File: src/rtl/prog_loader.sv
// -----------------------------------------------------------------------------
// prog_loader
// Boot-time image loader that sits in front of pl_riscv_cpu. It receives a
// framed byte stream, assembles little-endian 32-bit words, writes them through
// the top's external memory-write port and holds the CPU in reset until the
// whole image has been written and its XOR checksum has matched.
//
// Frame: N[7:0], N[15:8], N*4 payload bytes (LE words), XOR-of-payload byte.
//
// Ports
//   clk            in   1   system clock, rising edge
//   reset          in   1   asynchronous, active-low reset
//   start          in   1   one-cycle pulse, begins a load from IDLE/DONE/ERR
//   byte_valid     in   1   upstream byte present
//   byte_data      in   8   upstream byte
//   byte_ready     out  1   loader takes a byte this cycle
//   ext_memwrite   out  1   external memory write strobe (Ext_MemWrite)
//   ext_writedata  out  32  external write data (Ext_WriteData)
//   ext_dataadr    out  32  external byte address (Ext_DataAdr)
//   cpu_reset      out  1   active-high CPU hold
//   busy           out  1   load in progress
//   done           out  1   image loaded and verified
//   error          out  1   load failed (oversize header or bad checksum)
//   words_written  out  16  words committed in the current load
// -----------------------------------------------------------------------------
module prog_loader #(
   parameter logic [31:0] BASE_ADDR = 32'h0000_0000,
   parameter int unsigned MAX_WORDS = 64
) (
   input  logic        clk,
   input  logic        reset,
   input  logic        start,
   input  logic        byte_valid,
   input  logic [7:0]  byte_data,
   output logic        byte_ready,
   output logic        ext_memwrite,
   output logic [31:0] ext_writedata,
   output logic [31:0] ext_dataadr,
   output logic        cpu_reset,
   output logic        busy,
   output logic        done,
   output logic        error,
   output logic [15:0] words_written
);

   typedef enum logic [2:0] {
      S_IDLE,
      S_LEN0,
      S_LEN1,
      S_DATA,
      S_WRITE,
      S_CSUM,
      S_DONE,
      S_ERR
   } state_t;

   state_t      state_q, state_d;
   logic [15:0] len_q, len_d;
   logic [1:0]  byte_idx_q, byte_idx_d;
   logic [15:0] word_idx_q, word_idx_d;
   logic [7:0]  csum_q, csum_d;
   logic [31:0] word_q, word_d;

   logic        byte_ready_q, byte_ready_d;
   logic        memwrite_q, memwrite_d;
   logic [31:0] wdata_q, wdata_d;
   logic [31:0] adr_q, adr_d;
   logic        cpu_reset_q, cpu_reset_d;
   logic        busy_q, busy_d;
   logic        done_q, done_d;
   logic        error_q, error_d;
   logic [15:0] ww_q, ww_d;

   logic        accept;
   logic [15:0] len_full;

   // Handshake is evaluated against the registered ready, so a byte offered
   // during WRITE simply waits until the next DATA/CSUM cycle.
   assign accept   = byte_valid && byte_ready_q;
   assign len_full = {byte_data, len_q[7:0]};

   // Next-state and datapath. Every control output is derived from state_d so
   // that the registered outputs line up with the state they describe.
   always_comb begin
      // NOTE: every signal gets a default before the case so no path leaves
      // it unassigned, which would otherwise infer a latch.
      state_d    = state_q;
      len_d      = len_q;
      byte_idx_d = byte_idx_q;
      word_idx_d = word_idx_q;
      csum_d     = csum_q;
      word_d     = word_q;
      wdata_d    = wdata_q;
      adr_d      = adr_q;
      ww_d       = ww_q;

      case (state_q)
         S_IDLE, S_DONE, S_ERR: begin
            if (start) begin
               state_d    = S_LEN0;
               byte_idx_d = 2'd0;
               word_idx_d = 16'd0;
               csum_d     = 8'd0;
               ww_d       = 16'd0;
            end
         end

         S_LEN0: begin
            if (accept) begin
               len_d[7:0] = byte_data;
               state_d    = S_LEN1;
            end
         end

         S_LEN1: begin
            if (accept) begin
               len_d[15:8] = byte_data;
               if ({16'h0000, len_full} > MAX_WORDS) begin
                  state_d = S_ERR;
               end else if (len_full == 16'd0) begin
                  state_d = S_CSUM;
               end else begin
                  state_d = S_DATA;
               end
            end
         end

         S_DATA: begin
            if (accept) begin
               word_d[{byte_idx_q, 3'b000} +: 8] = byte_data;
               csum_d     = csum_q ^ byte_data;
               byte_idx_d = byte_idx_q + 2'd1;
               if (byte_idx_q == 2'd3) begin
                  // Word complete: present it on the write port next cycle.
                  state_d = S_WRITE;
                  wdata_d = word_d;
                  adr_d   = BASE_ADDR + {14'd0, word_idx_q, 2'b00};
               end
            end
         end

         S_WRITE: begin
            word_idx_d = word_idx_q + 16'd1;
            ww_d       = ww_q + 16'd1;
            state_d    = (word_idx_q + 16'd1 == len_q) ? S_CSUM : S_DATA;
         end

         S_CSUM: begin
            if (accept) begin
               state_d = (byte_data == csum_q) ? S_DONE : S_ERR;
            end
         end

         default: state_d = S_IDLE;
      endcase

      byte_ready_d = (state_d == S_LEN0) || (state_d == S_LEN1) ||
                     (state_d == S_DATA) || (state_d == S_CSUM);
      memwrite_d   = (state_d == S_WRITE);
      busy_d       = byte_ready_d || (state_d == S_WRITE);
      done_d       = (state_d == S_DONE);
      error_d      = (state_d == S_ERR);
      // The CPU is released only in DONE; in particular it is always held
      // while a write is on the port.
      cpu_reset_d  = (state_d != S_DONE);
   end

   // NOTE: sequential state uses non-blocking assignments so every register
   // samples the pre-edge value of every other register.
   always_ff @(posedge clk or negedge reset) begin
      if (!reset) begin
         state_q      <= S_IDLE;
         len_q        <= 16'd0;
         byte_idx_q   <= 2'd0;
         word_idx_q   <= 16'd0;
         csum_q       <= 8'd0;
         word_q       <= 32'd0;
         byte_ready_q <= 1'b0;
         memwrite_q   <= 1'b0;
         wdata_q      <= 32'd0;
         adr_q        <= BASE_ADDR;
         cpu_reset_q  <= 1'b1;
         busy_q       <= 1'b0;
         done_q       <= 1'b0;
         error_q      <= 1'b0;
         ww_q         <= 16'd0;
      end else begin
         state_q      <= state_d;
         len_q        <= len_d;
         byte_idx_q   <= byte_idx_d;
         word_idx_q   <= word_idx_d;
         csum_q       <= csum_d;
         word_q       <= word_d;
         byte_ready_q <= byte_ready_d;
         memwrite_q   <= memwrite_d;
         wdata_q      <= wdata_d;
         adr_q        <= adr_d;
         cpu_reset_q  <= cpu_reset_d;
         busy_q       <= busy_d;
         done_q       <= done_d;
         error_q      <= error_d;
         ww_q         <= ww_d;
      end
   end

   assign byte_ready    = byte_ready_q;
   assign ext_memwrite  = memwrite_q;
   assign ext_writedata = wdata_q;
   assign ext_dataadr   = adr_q;
   assign cpu_reset     = cpu_reset_q;
   assign busy          = busy_q;
   assign done          = done_q;
   assign error         = error_q;
   assign words_written = ww_q;

endmodule

File: config.mk
export PLATFORM = sky130hd
export DESIGN_NAME = prog_loader
export DESIGN_NICKNAME = d
export VERILOG_FILES = /design/src/rtl/prog_loader.sv
export SDC_FILE = /design/constraint.sdc
export NUM_CORES = 1
export LEC_CHECK = 0
export CAP_MARGIN = 20
export CORE_UTILIZATION = 46
export DETAILED_ROUTE_END_ITERATION = 6
export PLACE_DENSITY = 0.69
export SYNTH_ARGS = -nofsm -noshare
export SYNTH_HDL_FRONTEND = slang
export SYNTH_SLANG_ARGS = --single-unit
export TNS_END_PERCENT = 20
File: constraint.sdc
create_clock -name clk -period 2.8 [get_ports clk]
set_clock_uncertainty 0.05 [all_clocks]
set_input_delay 0.56 -clock clk [delete_from_list [all_inputs] [get_ports clk]]
set_output_delay 0.56 -clock clk [all_outputs]
set_load 0.01 [all_outputs]
==> key figures, run 1 <==
Run status
  – Outcome: completed

Clocking
  – CTS tree: done
  – Sink Count: 147
  – Root buffer selected by CTS: clkbuf_16
  – CTS Hold Bufs: 0
  – Total setup buffers inserted after CTS: 0
  – Post-CTS sizing: 0
  – Worst skew pair latency: 420 ps
  – CTS Buf Count: 17
  – Clock Pin Slew Worst Setup and Hold Paths: 60 ps
  – H-tree levels: 4
  – Clock tree buffer depth: 2

Critical path
  – Max FO, Critical Path: 9
  – Reg-to-reg critical path endpoint: state_q[2]
  – Slowest cell on the critical path: dfrtp_1
  – Reg2reg setup slack: 330 ps
  – Crit path arrival time: 2780 ps
  – R2R depth: 8
  – Worst endpoint required time: 3110 ps
  – Worst setup path category: reg2reg
  – Slowest stage delay, CP: 430 ps
  – CP Capture Type: register
  – Worst Setup Start Kind: register
  – Reg-to-reg startpoint: word_idx_q[1]
  – Crit-path cells: ha_1 > nand3_2 > nor2_4 > a31oi_1 > a2111oi_4 > nand4_1 > nor4b_2 > o21a_1

STA
  – Fin crit period: 2470 ps
  – RSZ-0062 raised after global routing: no
  – Final setup fails: 0
  – PnR worst setup slack: 328 ps
  – Final TNS setup: 0 ps
  – Pins Over Slew Limit: 0
  – FMAX: 0.405 GHz
  – Hold Vio Cnt, Final: 0
  – Hold Worst Slack: 33.9 ps
  – Fin crit share: 0.883

Pwr
  – Logic pwr share: 0.305
  – Pwr Density: 886 nW/um^2
  – Flop pwr share: 0.394
  – Total power: 7.87 mW
  – Power Internal: 5.30 mW
  – Worst-case vdd ir drop: 0.461 mV
  – Sw frac: 0.326
  – Clock share of power: 0.301
  – Lkg Pwr: 3.92 nW
  – Net Switching: 2.57 mW

Die
  – Core area: 15300 um^2
  – Die height: 127 um
  – Initial core utilization: 0.473
  – Top Ports: 98
  – DIE WIDTH: 127 um
  – # rows: 45
  – Die Area: 16200 um^2

Logic synthesis
  – Post-synth ARST share: 1.00
  – Cell type with the largest total area after synthesis: dfrtp_1
  – Seq/Total Area, Yosys: 0.510
  – Synth area leaders: dfrtp_1 51%, nand2_1 7.9%, o21ai_0 5.6%
  – Number of flops mapped to enable cells by yosys: 0
  – Mapped Area: 7210 um^2
  – Avg Inst Size Synth: 9.64 um^2
  – Syn. warnings: 0
  – Top FF cell, synth: dfrtp_1
  – Count leader, synth: nand2_1
  – Post-synth top cells: 151 x nand2_1, 146 x dfrtp_1, 80 x o21ai_0
  – Unique masters post-synth: 56
  – Mapped Cells: 748
  – Top-area cell type share of the netlist area: 0.507
  – #FFs+latches synth: 147

Place
  – # port buffers: 81
  – Inst Count DP: 1024
  – DP Worst Slack: 101 ps
  – Placed cell areas: 8260 um^2
  – GPL Wtd Cong: 0.868
  – Dpl hpwl: 11800 um

GRT
  – Total GRT Usage: 0.227
  – Largest net degree at the start of global routing: 50
  – Total grt overflow: 0
  – Global-route wire length before repair: 28600 um
  – Initial antenna violation count: 0
  – Number of global-route vias before repair: 5780

Flow run
  – Total of max-cap violations: 0

Routing
  – Routed wire length per instance: 16.2 um
  – Antenna Nets Post-Route: 0
  – DR vias: 5781
  – Starting DRC count in detailed routing: 340
  – Residual DRC: 0
  – Drt pass-1 iters: 5
  – Post-Route WL: 17100 um
  – Vias per inst: 5.47

Layout
  – Post-route design area: 8880 um^2
  – Diode count: 0
  – Synth-to-Final Area Change: 23.1%
  – Post-layout util: 0.582
  – Finished Layout Cells: 1056
  – Final net count: 852
  – Share of cells above drive strength 1: 0.118

Hold path
  – Worst min path class: in2async
power groups by stage:
stage / combinational [mW] / sequential, mW / clock (mW)
floorplan: 1.54 / 3.04 / 0
global placement: 2.33 / 3.11 / 0
detailed placement: 2.41 / 3.13 / 0
CTS: 2.42 / 3.10 / 2.41
global route: 2.66 / 3.18 / 2.51
finish: 2.40 / 3.10 / 2.37
how the worst max path moves through the flow:
stage,endpoint,slack [ps],from
floorplan,state_q[1],650,word_idx_q[0]
global placement,busy,220,byte_data[1]
detailed placement,busy,100,byte_data[1]
CTS,state_q[1],340,word_idx_q[1]
global route,state_q[1],190,word_idx_q[1]
finish,state_q[2],330,word_idx_q[1]
cells in the final DEF, fill, tap and decap left out, types with 2 or more instances in the layout:
cell and count:
a22o_1 32, mux2_2 17, bufinv_16 3, xnor2_1 12
or2_1 2, ha_1 8, a31oi_1 7, xor2_1 17
and3_1 6, nand4_1 6, nand3_1 20, nor4_2 2
nand2b_1 2, nor4b_2 2, clkbuf_8 5, buf_4 26
and3_4 2, nand3_2 3, and2_1 5, o31ai_1 11
o21a_1 2, o21ai_0 80, inv_1 5, clkbuf_16 17
a211oi_2 2, inv_2 2, buf_12 2, nand2_1 151
dfrtp_1 146, nor2_1 22, nor3_1 7, a21oi_1 47
clkinv_2 4, nor4_1 3, nor2b_1 34, clkinvlp_4 2
clkdlybuf4s50_1 80, conb_1 16, mux2i_1 5, o211ai_1 7
kinds of logic after synthesis:
kind of cell    Yosys count  share of synthesized area
other cells               1                   0.000520
flops                   147                      0.510
buf+inv                  66                     0.0484
simple gates            277                      0.186
mux                      22                     0.0335
xor+xnor                 30                     0.0375
compound gates          197                      0.171
fa+ha+maj                 8                     0.0139
routing by layer:
| layer | up-vias | share of wire | track usage |
|---|---|---|---|
| met5 | - | 0 | 0 |
| met4 | 0 | 0.032 | 0.138 |
| met3 | 39 | 0.047 | 0.0431 |
| met2 | 205 | 0.48 | 0.362 |
| met1 | 2792 | 0.44 | 0.287 |
| li1 | 2745 | - | - |
worst max-delay path: cells and delay by family (launching register included):
kind,cells,cell delay [ps]
AO/OA/AOI/OAI,3,550
adder cells (fa/ha/maj),1,290
flip-flops,1,430
AND/OR/NAND/NOR,4,1070
state kept, by name, indices dropped and copies added (netlist names):
name           cells
cpu_reset          1
words_written     16
ext_memwrite       1
done               1
csum_q             8
state_q            3
word_idx_q        16
ext_dataadr       16
error              1
len_q             16
byte_ready         1
ext_writedata     32
word_q            32
busy               1
byte_idx_q         2
cell type report:
type	instances	area, um^2
clock inverters	9	125
repair buffers	109	1050
well taps	211	264
flip-flops and latches	147	3680
clock buffers	23	498
multi-input cells	550	3240
fillers	1307	6380
inverters	7	26.3
Power figures use the tool's default switching activity.
==> run 2: changes to the inputs <==
--- a/config.mk
+++ b/config.mk
@@ -5,10 +5,12 @@
 export SDC_FILE = /design/constraint.sdc
 export NUM_CORES = 1
 export LEC_CHECK = 0
+export ABC_AREA = 1
 export CAP_MARGIN = 20
 export CORE_UTILIZATION = 46
 export DETAILED_ROUTE_END_ITERATION = 6
-export PLACE_DENSITY = 0.69
+export PLACE_DENSITY = 0.68
+export SETUP_SLACK_MARGIN = 0.05
 export SYNTH_ARGS = -nofsm -noshare
 export SYNTH_HDL_FRONTEND = slang
 export SYNTH_SLANG_ARGS = --single-unit
==> key figures, run 2 <==
GRT
  – Total grt overflow: 0 (unchanged)
  – Largest net degree at the start of global routing: 66 (was 50)
  – Total GRT Usage: 0.232 (was 0.227)
  – Global-route wire length before repair: 30000 um (was 28600 um)
  – Initial antenna violation count: 0 (unchanged)
  – Number of global-route vias before repair: 5858 (was 5780)

Logic synthesis
  – Top-area cell type share of the netlist area: 0.490 (was 0.507)
  – Top FF cell, synth: dfrtp_1 (unchanged)
  – Cell type with the largest total area after synthesis: dfrtp_1 (unchanged)
  – Post-synth ARST share: 1.00 (unchanged)
  – Unique masters post-synth: 43 (was 56)
  – Count leader, synth: nand2_1 (unchanged)
  – Synth area leaders: dfrtp_1 49%, nand2_1 14%, o21ai_0 5.9% (was dfrtp_1 51%, nand2_1 7.9%, o21ai_0 5.6%)
  – Mapped Area: 7460 um^2 (was 7210 um^2)
  – #FFs+latches synth: 147 (unchanged)
  – Seq/Total Area, Yosys: 0.493 (was 0.510)
  – Syn. warnings: 0 (unchanged)
  – Post-synth top cells: 284 x nand2_1, 146 x dfrtp_1, 106 x inv_1 (was 151 x nand2_1, 146 x dfrtp_1, 80 x o21ai_0)
  – Avg Inst Size Synth: 7.93 um^2 (was 9.64 um^2)
  – Number of flops mapped to enable cells by yosys: 0 (unchanged)
  – Mapped Cells: 941 (was 748)

Clocking
  – CTS tree: done (unchanged)
  – H-tree levels: 4 (unchanged)
  – Clock Pin Slew Worst Setup and Hold Paths: 60 ps (about the same)
  – Worst skew pair latency: 430 ps (was 420 ps)
  – Post-CTS sizing: 0 (unchanged)
  – Root buffer selected by CTS: clkbuf_16 (unchanged)
  – CTS Buf Count: 17 (unchanged)
  – Sink Count: 147 (unchanged)
  – Total setup buffers inserted after CTS: 0 (unchanged)
  – Clock tree buffer depth: 2 (unchanged)

Critical path
  – R2R depth: 14 (was 8)
  – Crit-path cells: ha_1 > nand3_1 > nor2_2 > nand4_1 > nand3_1 > nand2_1 > nor2_1 > nand2_1 > nor2_1 > nand3_1 > nand2_1 > nand2_2 > nand2_2 > nand3_2 (was ha_1 > nand3_2 > nor2_4 > a31oi_1 > a2111oi_4 > nand4_1 > nor4b_2 > o21a_1)
  – Worst Setup Start Kind: register (unchanged)
  – CP Capture Type: register (unchanged)
  – Top delay family on crit path: simple AND/OR/NAND/NOR gates (unchanged)
  – Slowest cell on the critical path: dfrtp_1 (unchanged)
  – Worst endpoint required time: 3050 ps (was 3110 ps)
  – Crit. path cell count: 14 (was 8)
  – Max FO, Critical Path: 7 (was 9)
  – Worst setup path category: reg2reg (unchanged)
  – Slowest stage delay, CP: 510 ps (was 430 ps)
  – Crit path arrival time: 2740 ps (was 2780 ps)
  – WP buf/inv: 0 (unchanged)

Routing
  – Post-Route WL: 17800 um (was 17100 um)
  – Routed wire length per instance: 14.2 um (was 16.2 um)
  – Drt pass-1 iters: 5 (unchanged)
  – Antenna Nets Post-Route: 0 (unchanged)
  – Residual DRC: 0 (unchanged)
  – Vias per inst: 5.08 (was 5.47)
  – Starting DRC count in detailed routing: 462 (was 340)
  – DR vias: 6359 (was 5781)

Die
  – Top Ports: 98 (unchanged)
  – DIE WIDTH: 129 um (was 127 um)
  – Initial core utilization: 0.470 (was 0.473)
  – # rows: 46 (was 45)
  – Die height: 129 um (was 127 um)
  – Core area: 15900 um^2 (was 15300 um^2)
  – Die Area: 16700 um^2 (was 16200 um^2)

STA
  – Fin crit share: 0.889 (was 0.883)
  – Hold Worst Slack: 421 ps (was 33.9 ps)
  – Final TNS setup: 0 ps (unchanged)
  – Hold Vio Cnt, Final: 0 (unchanged)
  – FMAX: 0.402 GHz (was 0.405 GHz)
  – Fin crit period: 2490 ps (was 2470 ps)
  – Slew HR: 0.632
  – Slew at the pin closest to its max-slew limit: 549 ps
  – Final setup fails: 0 (unchanged)
  – Pins Over Slew Limit: 0 (unchanged)
  – RSZ-0062 raised after global routing: no (unchanged)

Place
  – GPL Wtd Cong: 0.854 (was 0.868)
  – # port buffers: 81 (unchanged)
  – Dpl hpwl: 12600 um (was 11800 um)
  – Placed cell areas: 8470 um^2 (was 8260 um^2)

Run status
  – Outcome: completed (unchanged)

Layout
  – Post-route design area: 9080 um^2 (was 8880 um^2)
  – Final net count: 1042 (was 852)
  – Share of cells above drive strength 1: 0.0821 (was 0.118)
  – Diode count: 0 (unchanged)
  – Synth-to-Final Area Change: 21.7% (was 23.1%)
  – Commonest cells after routing, fill and taps aside: 284 x nand2_1, 146 x dfrtp_1, 106 x inv_1 (was 151 x nand2_1, 146 x dfrtp_1, 80 x o21ai_0, 80 x clkdlybuf4s50_1, 47 x a21oi_1)
  – Commonest non-fill, non-tap cell in the layout: nand2_1 (unchanged)

Hold path
  – Hold Path Stages: 2
  – Worst min path class: reg2reg (was in2async)

Pwr
  – Worst-case vdd ir drop: 0.528 mV (was 0.461 mV)
  – Lkg Pwr: 4.24 nW (was 3.92 nW)
  – Pwr Density: 890 nW/um^2 (was 886 nW/um^2)

Flow run
  – Total of max-cap violations: 0 (unchanged)
==> run 2: cell types whose count changed after synthesis, sizes merged, moves of 30 or more <==
cell,delta
o22ai,+30
nand2,+143
a21oi,-33
nor2b,-34
nand3,+46
nor2,+31
a22o,-32
inv,+107
==> run 2: cell families after synthesis <==
kind of cell,Yosys count,share of synthesized area
AO/OA/AOI/OAI,150,0.110
XOR/XNOR,10,0.0117
adder cells (fa/ha/maj),8,0.0134
buffers and inverters,163,0.0921
flip-flops,147,0.493
multiplexers,4,0.00553
other,1,0.000503
AND/OR/NAND/NOR,458,0.273
==> run 2: worst reg2reg max path: stages, from the launching register on <==
cell and delay, ps:
dfrtp_1 510, ha_1 280, nand3_1 180, nor2_2 240
nand4_1 180, nand3_1 130, nand2_1 60, nor2_1 100
nand2_1 60, nor2_1 100, nand3_1 130, nand2_1 120
nand2_2 90, nand2_2 90, nand3_2 70
==> run 2: worst paths after layout <==
kind | start | end | slack, ps
setup / recovery | word_idx_q[0] | busy | 310
hold / removal | ext_writedata[26] | ext_writedata[26] | 420
setup reg to reg | word_idx_q[0] | busy | 310
hold reg to reg | ext_writedata[26] | ext_writedata[26] | 420
max in group asynchronous | reset | ext_writedata[30] | 1500
min in group asynchronous | reset | ext_dataadr[2] | 570
==> run 2: per-stage QoR <==
| step | setup WS (ps) | total power, mW | utilization | instances |
|---|---|---|---|---|
| floorplan | 848 | 4.85 | - | 956 |
| global placement | 247 | 5.74 | 0.533 | 1218 |
| detailed placement | 236 | 5.81 | 0.533 | 1218 |
| CTS | 308 | 8.13 | 0.572 | 1251 |
| global route | 120 | 8.65 | 0.572 | 1251 |
| finish | 310 | 8.08 | 0.572 | 1251 |
==> run 2: repair_timing <==
action,in CTS,in global routing
endpoints found under the setup margin,0,0
hold buffers,1,0
endpoints found under the hold margin,31,0
==> run 2: where the power goes <==
group          internal (mW)  total [mW]  switching (mW)
registers               2.71        3.04           0.336
logic                   1.06        2.75            1.69
clock network           1.35        2.29           0.935
==> run 2: final cells by class <==
cell class	count	area, um^2
fill	1506	6810
sequential	147	3680
multi-input combinational	646	3160
timing repair buffer	95	945
clock buffer	19	443
inverter	115	432
tap	216	270
clock inverter	13	153
==> run 2: metal layers <==
metal	wire, um	GRT usage	up-vias
li1	-	-	3203
met1	8590	0.325	2986
met2	8210	0.360	147
met3	679	0.0384	23
met4	282	0.0941	0
met5	0	0	-
==> run 3: changes to the inputs <==
--- a/config.mk
+++ b/config.mk
@@ -7,6 +7,7 @@
 export LEC_CHECK = 0
 export ABC_AREA = 1
 export CAP_MARGIN = 20
+export CORE_MARGIN = 8
 export CORE_UTILIZATION = 46
 export DETAILED_ROUTE_END_ITERATION = 6
 export PLACE_DENSITY = 0.68
==> constraint.sdc (replaced) <==
create_clock -name clk -period 2.8 [get_ports clk]
set_clock_uncertainty 0.05 [all_clocks]
set_input_delay 0.56 -clock clk [delete_from_list [all_inputs] [get_ports clk]]
set_output_delay 0.56 -clock clk [all_outputs]
set_load 0.05 [all_outputs]
==> key figures, run 3 (same netlist as run 2, synthesis figures left out) <==
GRT
  – Number of global-route vias before repair: 6232 (was 5858)
  – Total grt overflow: 0 (unchanged)
  – Global-route wire length before repair: 31300 um (was 30000 um)
  – Initial antenna violation count: 0 (unchanged)
  – Total GRT Usage: 0.192 (was 0.232)
  – Largest net degree at the start of global routing: 71 (was 66)

Clocking
  – H-tree levels: 4 (unchanged)
  – Clock tree buffer depth: 2 (unchanged)
  – Root buffer selected by CTS: clkbuf_16 (unchanged)
  – CTS Hold Bufs: 0 (was 1)
  – CTS Buf Count: 17 (unchanged)
  – Sink Count: 147 (unchanged)
  – CTS tree: done (unchanged)
  – Worst skew pair latency: 430 ps (about the same)
  – Total setup buffers inserted after CTS: 0 (unchanged)
  – Post-CTS sizing: 0 (unchanged)
  – Clock Pin Slew Worst Setup and Hold Paths: 60 ps (about the same)

STA
  – Final TNS setup: 0 ps (unchanged)
  – FMAX: 0.425 GHz (was 0.402 GHz)
  – Fin crit share: 0.840 (was 0.889)
  – Fin crit period: 2350 ps (was 2490 ps)
  – Final setup fails: 0 (unchanged)
  – RSZ-0062 raised after global routing: no (unchanged)
  – Slew HR: 0.545 (was 0.632)
  – Slew at the pin closest to its max-slew limit: 683 ps (was 549 ps)
  – Hold Vio Cnt, Final: 0 (unchanged)
  – Hold Worst Slack: 102 ps (was 421 ps)
  – Pins Over Slew Limit: 0 (unchanged)

Pwr
  – Lkg Pwr: 4.22 nW (was 4.24 nW)
  – Pwr Density: 954 nW/um^2 (was 890 nW/um^2)
  – Worst-case vdd ir drop: 0.559 mV (was 0.528 mV)

Critical path
  – Crit path arrival time: 1740 ps (was 2740 ps)
  – Worst setup path start: cpu_reset (was word_idx_q[0])
  – Worst Setup Start Kind: register (unchanged)
  – Worst setup path category: reg2out (was reg2reg)
  – Slowest stage delay, CP: 800 ps (was 510 ps)
  – Worst endpoint required time: 2190 ps (was 3050 ps)
  – Crit-path cells: clkdlybuf4s50_1 (was ha_1 > nand3_1 > nor2_2 > nand4_1 > nand3_1 > nand2_1 > nor2_1 > nand2_1 > nor2_1 > nand3_1 > nand2_1 > nand2_2 > nand2_2 > nand3_2)
  – Reg2reg setup slack: 510 ps (was 310 ps)
  – Reg-to-reg critical path endpoint: busy (unchanged)
  – R2R depth: 14 (unchanged)
  – WP buf/inv: 1 (was 0)
  – Slowest cell on the critical path: clkdlybuf4s50_1 (was dfrtp_1)
  – Top delay family on crit path: buffers and inverters (was simple AND/OR/NAND/NOR gates)
  – CP Capture Type: primary output (was register)
  – Reg-to-reg startpoint: word_idx_q[0] (unchanged)
  – Critical Path End: cpu_reset (was busy)
  – Max FO, Critical Path: 1 (was 7)
  – Crit. path cell count: 1 (was 14)

Layout
  – Post-route design area: 9060 um^2 (was 9080 um^2)
  – Final net count: 1041 (was 1042)
  – Synth-to-Final Area Change: 21.4% (was 21.7%)
  – Commonest non-fill, non-tap cell in the layout: nand2_1 (unchanged)
  – Post-layout util: 0.570 (was 0.572)
  – Commonest cells after routing, fill and taps aside: 284 x nand2_1, 146 x dfrtp_1, 106 x inv_1 (unchanged)
  – Share of cells above drive strength 1: 0.0832 (was 0.0821)
  – Diode count: 0 (unchanged)

Die
  – DIE WIDTH: 143 um (was 129 um)
  – Initial core utilization: 0.470 (unchanged)
  – Top Ports: 98 (unchanged)
  – Core area: 15900 um^2 (unchanged)
  – # rows: 46 (unchanged)
  – Die height: 143 um (was 129 um)
  – Die Area: 20600 um^2 (was 16700 um^2)

Flow run
  – Total of max-cap violations: 0 (unchanged)

Routing
  – Residual DRC: 0 (unchanged)
  – Drt pass-1 iters: 5 (unchanged)
  – Antenna Nets Post-Route: 0 (unchanged)
  – DR vias: 6449 (was 6359)
  – Starting DRC count in detailed routing: 441 (was 462)
  – Vias per inst: 5.16 (was 5.08)
  – Routed wire length per instance: 15.1 um (was 14.2 um)
  – Post-Route WL: 18900 um (was 17800 um)

Place
  – # port buffers: 81 (unchanged)
  – Placed cell areas: 8470 um^2 (unchanged)
  – GPL Wtd Cong: 0.864 (was 0.854)
  – Dpl hpwl: 13600 um (was 12600 um)

Hold path
  – Worst min path class: in2async (was reg2reg)

Run status
  – Outcome: completed (unchanged)
[run 3: changes by cell type in the layout (fill, tap and decap cells not counted)]
| cell | previous run | this run |
|---|---|---|
| clkbuf_8 | 1 | 0 |
| inv_8 | 1 | 0 |
| clkbuf_1 | 1 | 0 |
| dlygate4sd3_1 | 1 | 0 |
| clkinv_2 | 1 | 2 |
| clkinv_4 | 5 | 4 |
| clkinvlp_4 | 2 | 5 |
[run 3: layout make-up]
class                      instances  area [um^2]
timing repair buffer              94          935
inverter                         115          432
clock buffer                      17          425
fill                            1523         6830
tap                              216          270
clock inverter                    15          160
multi-input combinational        646         3160
sequential                       147         3680
[run 3: stage by stage]
| step | power (mW) | cells | setup WS (ps) |
|---|---|---|---|
| final | 8.64 | 1250 | 448 |
| after global routing | 9.19 | 1250 | 287 |
| after CTS | 8.69 | 1250 | 429 |
| after detailed placement | 6.42 | 1218 | 398 |
| after global placement | 6.38 | 1218 | 416 |
| after floorplan | 5.42 | 956 | 712 |
[run 3: per-layer routing]
metal,GRT usage,vias up,wire [um]
met1,0.250,3058,8590
met2,0.310,171,8960
met5,0,-,0
met4,0.0609,0,297
li1,-,3195,-
met3,0.0451,25,1080
[run 3: how the worst min path moves through the flow]
stage / from / endpoint / slack (ps) / depth (start not counted)
global placement: ext_writedata[15] / ext_writedata[15] / 400 / 2
CTS: reset / ext_writedata[1] / 120 / 1
detailed placement: ext_writedata[6] / ext_writedata[6] / 410 / 2
floorplan: reset / busy / 210 / 0
finish: reset / word_q[3] / 100 / 1
global route: reset / word_q[3] / 160 / 1
[run 3: power breakdown]
group          leakage [nW]  switching, mW  internal (mW)
sequential             1.93          0.329           2.71
combinational          2.02           2.31           1.05
clock                 0.272          0.933           1.32
total                  4.22           3.57           5.07
